File: config.mk
export PLATFORM = sky130hd
export DESIGN_NAME = dds_lut_scheduler_flat
export DESIGN_NICKNAME = d
export VERILOG_FILES = /design/src/rtl/dds_lut_scheduler_pkg.sv /design/src/rtl/dds_lut_scheduler_if.sv /design/src/rtl/dds_quadrant_fold.sv /design/src/rtl/dds_lut_scheduler.sv /design/src/flat_wrapper.sv
export SDC_FILE = /design/constraint.sdc
export NUM_CORES = 1
export LEC_CHECK = 0
export BUFFER_PORTS_ARGS = -buffer_cell sky130_fd_sc_hd__buf_4
export CAP_MARGIN = 25
export CORE_MARGIN = 4
export CORE_UTILIZATION = 50
export CTS_CLUSTER_DIAMETER = 80
export DETAILED_ROUTE_END_ITERATION = 6
export PLACE_DENSITY = 0.68
export SETUP_SLACK_MARGIN = 0.1
export SLEW_MARGIN = 25
export SYNTH_ARGS = -nofsm -noshare
export SYNTH_HDL_FRONTEND = slang
export SYNTH_SLANG_ARGS = --single-unit
File: constraint.sdc
create_clock -name clk -period 2.8 [get_ports clk]
set_input_delay 0.42 -clock clk [delete_from_list [all_inputs] [get_ports clk]]
set_output_delay 0.42 -clock clk [all_outputs]
set_load 0.005 [all_outputs]
File: src/rtl/dds_lut_scheduler_pkg.sv
`default_nettype none
// ============================================================================
// Package     : dds_lut_scheduler_pkg
// Description : Shared widths, quadrant encoding and scheduler state type for
//               the two-channel quarter-wave DDS sequencer.
// Revision    : 1.0 - initial release
// ============================================================================
package dds_lut_scheduler_pkg;

  localparam int DEF_PHASE_W     = 24;
  localparam int DEF_ADDR_W      = 8;
  localparam int DEF_DATA_W      = 8;
  localparam int DEF_LUT_LATENCY = 1;

  // Quadrant of the folded phase (top two lookup bits)
  typedef enum logic [1:0] {
    Q0 = 2'd0,
    Q1 = 2'd1,
    Q2 = 2'd2,
    Q3 = 2'd3
  } quadrant_t;

  // LUT scheduler states
  typedef enum logic [0:0] {
    IDLE = 1'b0,
    RUN  = 1'b1
  } sched_state_t;

endpackage
`default_nettype wire

File: src/rtl/dds_lut_scheduler_if.sv
`default_nettype none
// ============================================================================
// Interface   : dds_lut_scheduler_if
// Description : FTW write handshake, shared LUT port and sample output of the
//               DDS LUT scheduler. slave = scheduler, master = environment
//               (config path, LUT memory and sample sink).
// Revision    : 1.0 - initial release
// ============================================================================
interface dds_lut_scheduler_if #(
  parameter int PHASE_W = 24,
  parameter int ADDR_W  = 8,
  parameter int DATA_W  = 8
);
  logic                enable;
  logic [PHASE_W-1:0]  ftw_in;
  logic                ftw_ch;
  logic                ftw_valid;
  logic                ftw_ready;
  logic [ADDR_W-3:0]   lut_addr;
  logic [DATA_W-2:0]   lut_data;
  logic [DATA_W-1:0]   sample_out;
  logic                sample_ch;
  logic                sample_valid;

  modport master (
    output enable, ftw_in, ftw_ch, ftw_valid, lut_data,
    input  ftw_ready, lut_addr, sample_out, sample_ch, sample_valid
  );

  modport slave (
    input  enable, ftw_in, ftw_ch, ftw_valid, lut_data,
    output ftw_ready, lut_addr, sample_out, sample_ch, sample_valid
  );
endinterface
`default_nettype wire

File: src/rtl/dds_quadrant_fold.sv
`default_nettype none
// ============================================================================
// Module      : dds_quadrant_fold
// Description : Folds the top phase bits into a quarter-wave LUT index and a
//               sign. Odd quadrants walk the table backwards, the upper half
//               of the cycle is negative.
// Revision    : 1.0 - initial release
// ============================================================================
module dds_quadrant_fold
  import dds_lut_scheduler_pkg::*;
#(
  parameter int ADDR_W = DEF_ADDR_W
) (
  input  logic [ADDR_W-1:0] phase_msb,
  output logic [ADDR_W-3:0] index,
  output logic              negative
);

  quadrant_t quad;
  assign quad = quadrant_t'(phase_msb[ADDR_W-1 -: 2]);

  // Mirror the index in odd quadrants, negate in quadrants 2 and 3
  always_comb begin
    index    = phase_msb[ADDR_W-3:0];
    negative = 1'b0;
    case (quad)
      Q0: ;
      Q1: index = ~phase_msb[ADDR_W-3:0];
      Q2: negative = 1'b1;
      Q3: begin
        index    = ~phase_msb[ADDR_W-3:0];
        negative = 1'b1;
      end
      default: ;
    endcase
  end

endmodule
`default_nettype wire

File: src/rtl/dds_lut_scheduler.sv
`default_nettype none
// ============================================================================
// Module      : dds_lut_scheduler
// Description : Two-channel DDS that time-shares one registered quarter-wave
//               sine LUT. Slot 0 reads for channel 0, slot 1 for channel 1;
//               phases advance and staged FTWs take effect at frame end.
//               Optional macro DDS_PHASE_CLR_EN adds a phase_clr input for a
//               phase-coherent restart of both channels.
// Revision    : 1.0 - initial release
// ============================================================================
module dds_lut_scheduler
  import dds_lut_scheduler_pkg::*;
#(
  parameter int PHASE_W     = DEF_PHASE_W,
  parameter int ADDR_W      = DEF_ADDR_W,
  parameter int DATA_W      = DEF_DATA_W,
  parameter int LUT_LATENCY = DEF_LUT_LATENCY
) (
  input  logic clk,
  input  logic rst,
`ifdef DDS_PHASE_CLR_EN
  input  logic phase_clr,
`endif
  dds_lut_scheduler_if.slave bus
);

  sched_state_t       state, state_next;
  logic               slot, slot_next;
  logic [PHASE_W-1:0] phase   [2];
  logic [PHASE_W-1:0] ftw     [2];
  logic [PHASE_W-1:0] shadow  [2];
  logic               pending [2];

  logic issue;     // a LUT read is issued this cycle for channel `slot`
  logic boundary;  // last cycle of a frame
  logic apply;     // staged FTWs / phase clear may take effect this cycle
  logic accept;
  logic clr_now;

  assign issue         = (state == RUN);
  assign boundary      = issue & slot;
  assign apply         = boundary | (state == IDLE);
  assign bus.ftw_ready = !rst & !pending[bus.ftw_ch];
  assign accept        = bus.ftw_valid & bus.ftw_ready;

  // Scheduler state and slot register
  always_ff @(posedge clk) begin
    if (rst) begin
      state <= IDLE;
      slot  <= 1'b0;
    end else begin
      state <= state_next;
      slot  <= slot_next;
    end
  end

  // Next state: a started frame always runs through slot 1
  always_comb begin
    state_next = state;
    slot_next  = 1'b0;
    case (state)
      IDLE: if (bus.enable) state_next = RUN;
      RUN: begin
        slot_next = ~slot;
        if (slot && !bus.enable) state_next = IDLE;
      end
      default: state_next = IDLE;
    endcase
  end

`ifdef DDS_PHASE_CLR_EN
  logic clr_req;

  // Hold a clear request until the next point where phases may change
  always_ff @(posedge clk) begin
    if (rst) begin
      clr_req <= 1'b0;
    end else begin
      if (apply)     clr_req <= 1'b0;
      if (phase_clr) clr_req <= 1'b1;
    end
  end

  assign clr_now = clr_req & apply;
`else
  assign clr_now = 1'b0;
`endif

  genvar c;
  generate
    for (c = 0; c < 2; c++) begin : g_chan
      // Per-channel phase accumulator, active FTW and staged FTW
      always_ff @(posedge clk) begin
        if (rst) begin
          phase[c]   <= '0;
          ftw[c]     <= '0;
          shadow[c]  <= '0;
          pending[c] <= 1'b0;
        end else begin
          if (clr_now)       phase[c] <= '0;
          else if (boundary) phase[c] <= phase[c] + ftw[c];
          // Load uses the old pending flag, so a write accepted in this
          // cycle is held over to the following boundary
          if (apply && pending[c]) begin
            ftw[c]     <= shadow[c];
            pending[c] <= 1'b0;
          end
          if (accept && (bus.ftw_ch == 1'(c))) begin
            shadow[c]  <= bus.ftw_in;
            pending[c] <= 1'b1;
          end
        end
      end
    end
  endgenerate

  logic [ADDR_W-1:0] phase_msb;
  logic [ADDR_W-3:0] fold_index;
  logic              fold_neg;

  assign phase_msb = phase[slot][PHASE_W-1 -: ADDR_W];

  dds_quadrant_fold #(.ADDR_W(ADDR_W)) u_fold (
    .phase_msb (phase_msb),
    .index     (fold_index),
    .negative  (fold_neg)
  );

  // Bit 0 of each shift register lines up with lut_addr, bit LUT_LATENCY
  // lines up with lut_data
  logic [LUT_LATENCY:0] neg_sr, ch_sr, vld_sr;

  // Registered LUT address and sign/channel/valid pipeline
  always_ff @(posedge clk) begin
    if (rst) begin
      bus.lut_addr <= '0;
      neg_sr       <= '0;
      ch_sr        <= '0;
      vld_sr       <= '0;
    end else begin
      if (issue) bus.lut_addr <= fold_index;
      neg_sr <= {neg_sr[LUT_LATENCY-1:0], fold_neg};
      ch_sr  <= {ch_sr[LUT_LATENCY-1:0], slot};
      vld_sr <= {vld_sr[LUT_LATENCY-1:0], issue};
    end
  end

  logic [DATA_W-1:0] mag_ext;
  assign mag_ext = {1'b0, bus.lut_data};

  // Apply the sign to the LUT magnitude and register the sample
  always_ff @(posedge clk) begin
    if (rst) begin
      bus.sample_out   <= '0;
      bus.sample_ch    <= 1'b0;
      bus.sample_valid <= 1'b0;
    end else begin
      bus.sample_valid <= vld_sr[LUT_LATENCY];
      if (vld_sr[LUT_LATENCY]) begin
        bus.sample_ch  <= ch_sr[LUT_LATENCY];
        bus.sample_out <= neg_sr[LUT_LATENCY] ? -mag_ext : mag_ext;
      end
    end
  end

endmodule
`default_nettype wire

File: src/flat_wrapper.sv
// flat-port wrapper written by rule: the top's interface ports become plain ports
module dds_lut_scheduler_flat import dds_lut_scheduler_pkg::*;
#(
  parameter int PHASE_W     = DEF_PHASE_W,
  parameter int ADDR_W      = DEF_ADDR_W,
  parameter int DATA_W      = DEF_DATA_W,
  parameter int LUT_LATENCY = DEF_LUT_LATENCY
)
  (clk, rst, bus_enable, bus_ftw_in, bus_ftw_ch, bus_ftw_valid, bus_lut_data, bus_ftw_ready, bus_lut_addr, bus_sample_out, bus_sample_ch, bus_sample_valid);
  dds_lut_scheduler_if #(.PHASE_W(PHASE_W), .ADDR_W(ADDR_W), .DATA_W(DATA_W)) bus_i ();
  input  logic clk;
  input  logic rst;
  input wire logic [$bits(bus_i.enable)-1:0] bus_enable;
  input wire logic [$bits(bus_i.ftw_in)-1:0] bus_ftw_in;
  input wire logic [$bits(bus_i.ftw_ch)-1:0] bus_ftw_ch;
  input wire logic [$bits(bus_i.ftw_valid)-1:0] bus_ftw_valid;
  input wire logic [$bits(bus_i.lut_data)-1:0] bus_lut_data;
  output wire logic [$bits(bus_i.ftw_ready)-1:0] bus_ftw_ready;
  output wire logic [$bits(bus_i.lut_addr)-1:0] bus_lut_addr;
  output wire logic [$bits(bus_i.sample_out)-1:0] bus_sample_out;
  output wire logic [$bits(bus_i.sample_ch)-1:0] bus_sample_ch;
  output wire logic [$bits(bus_i.sample_valid)-1:0] bus_sample_valid;
  assign bus_i.enable = bus_enable;
  assign bus_i.ftw_in = bus_ftw_in;
  assign bus_i.ftw_ch = bus_ftw_ch;
  assign bus_i.ftw_valid = bus_ftw_valid;
  assign bus_i.lut_data = bus_lut_data;
  assign bus_ftw_ready = bus_i.ftw_ready;
  assign bus_lut_addr = bus_i.lut_addr;
  assign bus_sample_out = bus_i.sample_out;
  assign bus_sample_ch = bus_i.sample_ch;
  assign bus_sample_valid = bus_i.sample_valid;
  dds_lut_scheduler #(.PHASE_W(PHASE_W), .ADDR_W(ADDR_W), .DATA_W(DATA_W), .LUT_LATENCY(LUT_LATENCY)) u_core (.clk(clk), .rst(rst), .bus(bus_i));
endmodule
Word-level counts from Yosys, hierarchy flattened
Memory sizes are Yosys's and may differ from the RTL's. A register that Yosys moved wholly into a read port is not among the register bits.
Index checks and enable logic that the tools add are counted.
- bitwise gates (word level): 18
- reduce and logical (&&, ||, !) cells: 11
- add/subtract/negate cells: 3
- multiplexer cells: 34
- $lt $le $gt $ge: 0
- multipliers: 0
- divide/modulo/power cells: 0
- shifts and indexed selects: 0
- equality and inequality tests: 3
- operators with widths (kind ; count):
    $mux 24 ; 6
    $add 24x24->24 ; 2
    $mux 1 ; 25
    $or 1x1->1 ; 11
    $mux 8 ; 1
    $neg 7->8 ; 1
    $mux 6 ; 1
    $not 6->6 ; 1
    $reduce_or 2->1 ; 3
    $logic_and 1x1->1 ; 5
    $eq 2x2->1 const B ; 2
    $and 1x1->1 ; 3
    $logic_not 1->1 ; 3
    $not 1->1 ; 3
    $eq 2x1->1 const B ; 1
    $pmux 1 s2 ; 1
- memories kept: 4
- memory bits (writable): 146
- latch bits: 0
- register bits after elaboration: 24
- bits in read-only memories: 0
- word-level logic and storage cells: 82
- memory list (name ; depth ; bits a word ; read ports ; clocked after memory_dff ; write ports ; RTL line ; text):
    u_core.ftw ; 2 ; 24 ; 2 ; 0 ; 2 ; dds_lut_scheduler.sv:30 ; logic [PHASE_W-1:0] ftw [2];
    u_core.phase ; 2 ; 24 ; 3 ; 1 ; 2 ; dds_lut_scheduler.sv:29 ; logic [PHASE_W-1:0] phase [2];
    u_core.shadow ; 2 ; 24 ; 2 ; 0 ; 2 ; dds_lut_scheduler.sv:31 ; logic [PHASE_W-1:0] shadow [2];
    u_core.pending ; 2 ; 1 ; 3 ; 0 ; 2 ; dds_lut_scheduler.sv:32 ; logic pending [2];

Longest topological paths before layout
An unclocked memory read counts as a cell.
- word-level depth: 9
- depth in mapped cells: 8

Modules after synthesis
A second synthesis with hierarchy kept.
- cells, all modules: 790
- area total of the unflattened synthesis: 8918.6 um^2
- by module, submodules not included (module ; area an instance (um^2) ; cells each ; times used):
    dds_lut_scheduler ; 8851.0 ; 782 ; 1
    dds_quadrant_fold ; 67.6 ; 8 ; 1

Worst setup path before layout
No wires, ideal clock.
- path type: reg-to-reg
- start: mem u_core.phase[0][0]
- end: mem u_core.phase[0][20] (data pin)
- setup slack: 0.309 ns
- period minus slack after synthesis: 2.491 ns
- path buffers: 0
- required time: 2.534 ns
- arrival: 2.225 ns
- stages on the path, launching flop included: 9
- path through: edfxtp_1 ha_1 fa_1 a21oi_1 o211ai_1 a2111oi_0 o31ai_1 xnor2_1 nor2_1
- RTL lines (what ; RTL line):
    start, declared ; dds_lut_scheduler.sv:29

==> impl_metrics.yaml <==
worst_hold_path:
  min_path_cells: 3
  hold_path_class: "input port to register"
floorplan:
  dieArea_mm2: 0.01992
  core-area_mm2: 0.01736
  die_height_um: 141.1
  io_pins: 53
  rows: 48
  die_x_um: 141.1
  start_util: 0.5105
grt:
  busiest_layer: "met2"
  grt_usage: 0.1828
  use_met1: 0.2444
  overflow: 0
  grt_pass1_wl_um: 29150
  antenna_found_initial: 0
  grt_start_max_net_pins: 33
  grtUsageMet2: 0.2952
  grt_pass1_vias: 6025
  grt_use_met3: 0.03969
detailed_routing:
  num_vias: 6048
  drcViolationCount: 0
  avgRoutedWirePerCell_um: 16.76
  drtIter0Drc: 489
  dr.pass1.iters: 5
  drt-total-wl_um: 18050
  vias_per_cell: 5.616
  ant_nets: 0
logic_synthesis:
  synth_nets: 873
  netlist_area_mm2: 0.008861
  yosysWarningCount: 0
  ys_seq_area_frac: 0.5490
  ys_types: 58
  ys.flop_type: "edfxtp_1"
  synth_cells: 788
  synth_edf_count: 146
  synth.avg_cell_area_um2: 11.24
  async_flop_share: 0
  synth-seq-cells: 170
worst_setup_path:
  crit_chain: "ha_2, fa_2, a21oi_2, o211ai_1, a21o_1, buf_4, a21o_1, mux2i_1, o211ai_1"
  reg2regPathDepth: 9
  cp_max_fo: 4
  critPathSlowestCell: "fa_2"
  crit_path_end_kind: "register"
  worst-path-buf-inv: 1
  r2r_slack_ns: 0.24
  critical_path_class: "register to register"
  cp.required_ns: 2.95
  start_kind: "register"
  path_delay_family: "compound AO/OA/AOI/OAI gates"
  cp_data_arrival_time_ns: 2.71
  max_stage_delay_ns: 0.42
  critical_path_depth: 9
final_layout:
  drive_gt1_frac: 0.1326
  diodes: 0
  area.growth.synth_to_final_pct: 13.61
  nNetsFinal: 924
timing:
  timing.fmax_ghz: 0.3912
  whs_ns: 0.2519
  rsz0062_at_grt: "true"
  final_hold_viol_count: 0
  post-route-period-util: 0.9129
  period_minus_slack_ns: 2.556
  slew_viol_final: 0
  final.setup.tns_ns: 0
  setup_viol: 0
  tightest_slew_ns: 0.6711
  fin_skew_ns: 0.009651
  relSlewSlack: 0.5526
status:
  status: "complete, no violations"
cts:
  tritoncts: "yes"
  htree_num_levels: 4
  clockRootBuffer: "clkbuf_16"
  cts_sinks: 170
  clockBufferDepth: 2
  holdBufCountCts: 0
  clk_pin_slew_ns: 0.07
  cts_inserted_buffers: 17
  clk_latency_ns: 0.42
power_and_ir_drop:
  powerDensity_mw_per_mm2: 602.4
  p_leak_nw: 3.991
  ir_drop_v: 0.0004705
placed_design:
  io_buffers: 52
  hpwl_um: 13070
  place.gp.congestion: 0.8767
job:
  drv_cap: 0
[stage by stage]
stage               power [mW]  worst slack [ns]  std cells  area, um^2  utilization
floorplan                3.598            0.3087        788        8861            -
global route             6.321           0.04073       1077       10070       0.5800
detailed placement       3.845            0.1688       1043        9475       0.5459
finish                   6.065            0.2437       1077       10070       0.5800
CTS                      6.087            0.1599       1075       10030       0.5781
global placement         3.823            0.1990       1043        9475       0.5459
[cell usage in the layout, fill, tap and decap left out, drive strengths merged, types with 3 or more instances in the layout]
cell type    n
xnor2       27
a31oi        9
nor2b        9
nand3       10
or3          7
a2111oi      5
o21a         9
mux2i       14
edfxtp     146
clkbuf      18
o31ai        9
nor3        12
o21bai       3
o211ai       7
ha          47
nand4        8
clkinv      10
and2        97
nand2       56
nor2        68
a21o        11
a21oi       52
o21ai       33
nand2b       5
and3         8
a211oi      12
inv         11
xor2        24
or2          8
dfxtp       24
buf         68
[where the power goes]
| part | internal [mW] | switching [mW] |
|---|---|---|
| logic | 0.336 | 0.480 |
| registers | 2.91 | 0.0752 |
| clock network | 1.30 | 0.959 |
| total | 4.55 | 1.51 |
[metal layers]
metal | routed length, um | vias up
met3 | 1006 | 27
met5 | 0 | -
met1 | 8070 | 2893
met2 | 8609 | 165
met4 | 365 | 0
li1 | - | 2963
[cell families (layout without fill, tap and decap cells)]
family,after synthesis,count (layout),synth area share
adders and majority gates,49,49,0.07088
DFF,170,170,0.5490
xor gates and xnor gates,51,51,0.05041
buffers and inverters,46,110,0.02273
AOI/OAI and AO/OA,162,162,0.1180
and+or+nand+nor,296,296,0.1731
muxes,14,14,0.01581
[state kept, by name, summed over array words and instances, names as in the netlist, 2 cells and up]
register,flops
u_core.shadow,48
u_core.ftw,48
u_core.phase,48
u_core.ch_sr,2
u_core.bus.lut_addr,6
u_core.bus.sample_out,8
u_core.neg_sr,2
u_core.pending,2
u_core.vld_sr,2
[final cells by class]
type,count,area (um^2)
clock inverter,14,130.1
inverter,10,37.54
multi-input combinational,572,3814
sequential,170,4865
clock buffer,18,429.2
tap,225,281.5
fill,1452,7289
timing repair buffer,68,510.5
[path summary, 6_finish.rpt]
kind / from / endpoint
max reg2reg: u_core.phase[0][0] / u_core.phase[0][18]
min: bus_enable / u_core.issue
max: u_core.phase[0][0] / u_core.phase[0][18]
min reg2reg: u_core.ch_sr[0] / u_core.ch_sr[1]
[cells in the mapped netlist (11+ instances only)]
| library cell | count | area [um^2] |
|---|---|---|
| o21ai_0 | 32 | 160.2 |
| dfxtp_1 | 24 | 480.5 |
| a21oi_1 | 52 | 260.3 |
| nand2_1 | 55 | 206.5 |
| edfxtp_1 | 146 | 4384 |
| mux2i_1 | 14 | 140.1 |
| a211oi_1 | 12 | 90.09 |
| a21o_1 | 11 | 82.58 |
| xor2_1 | 24 | 210.2 |
| nor2_1 | 68 | 255.2 |
| ha_1 | 47 | 588.1 |
| xnor2_1 | 27 | 236.5 |
| and2_1 | 97 | 606.8 |
| clkbuf_1 | 23 | 86.33 |
| nor3_1 | 11 | 55.05 |
[tightest hold or removal path, cell delays in order]
cell	delay, ns
buf_4	0.07
inv_1	0.04
a21oi_1	0.10
[repair_timing]
action                     CTS  global route
setup buffers                0             2
resized for setup            0             7
setup endpoints to repair    0             6
Power figures use the tool's default switching activity.
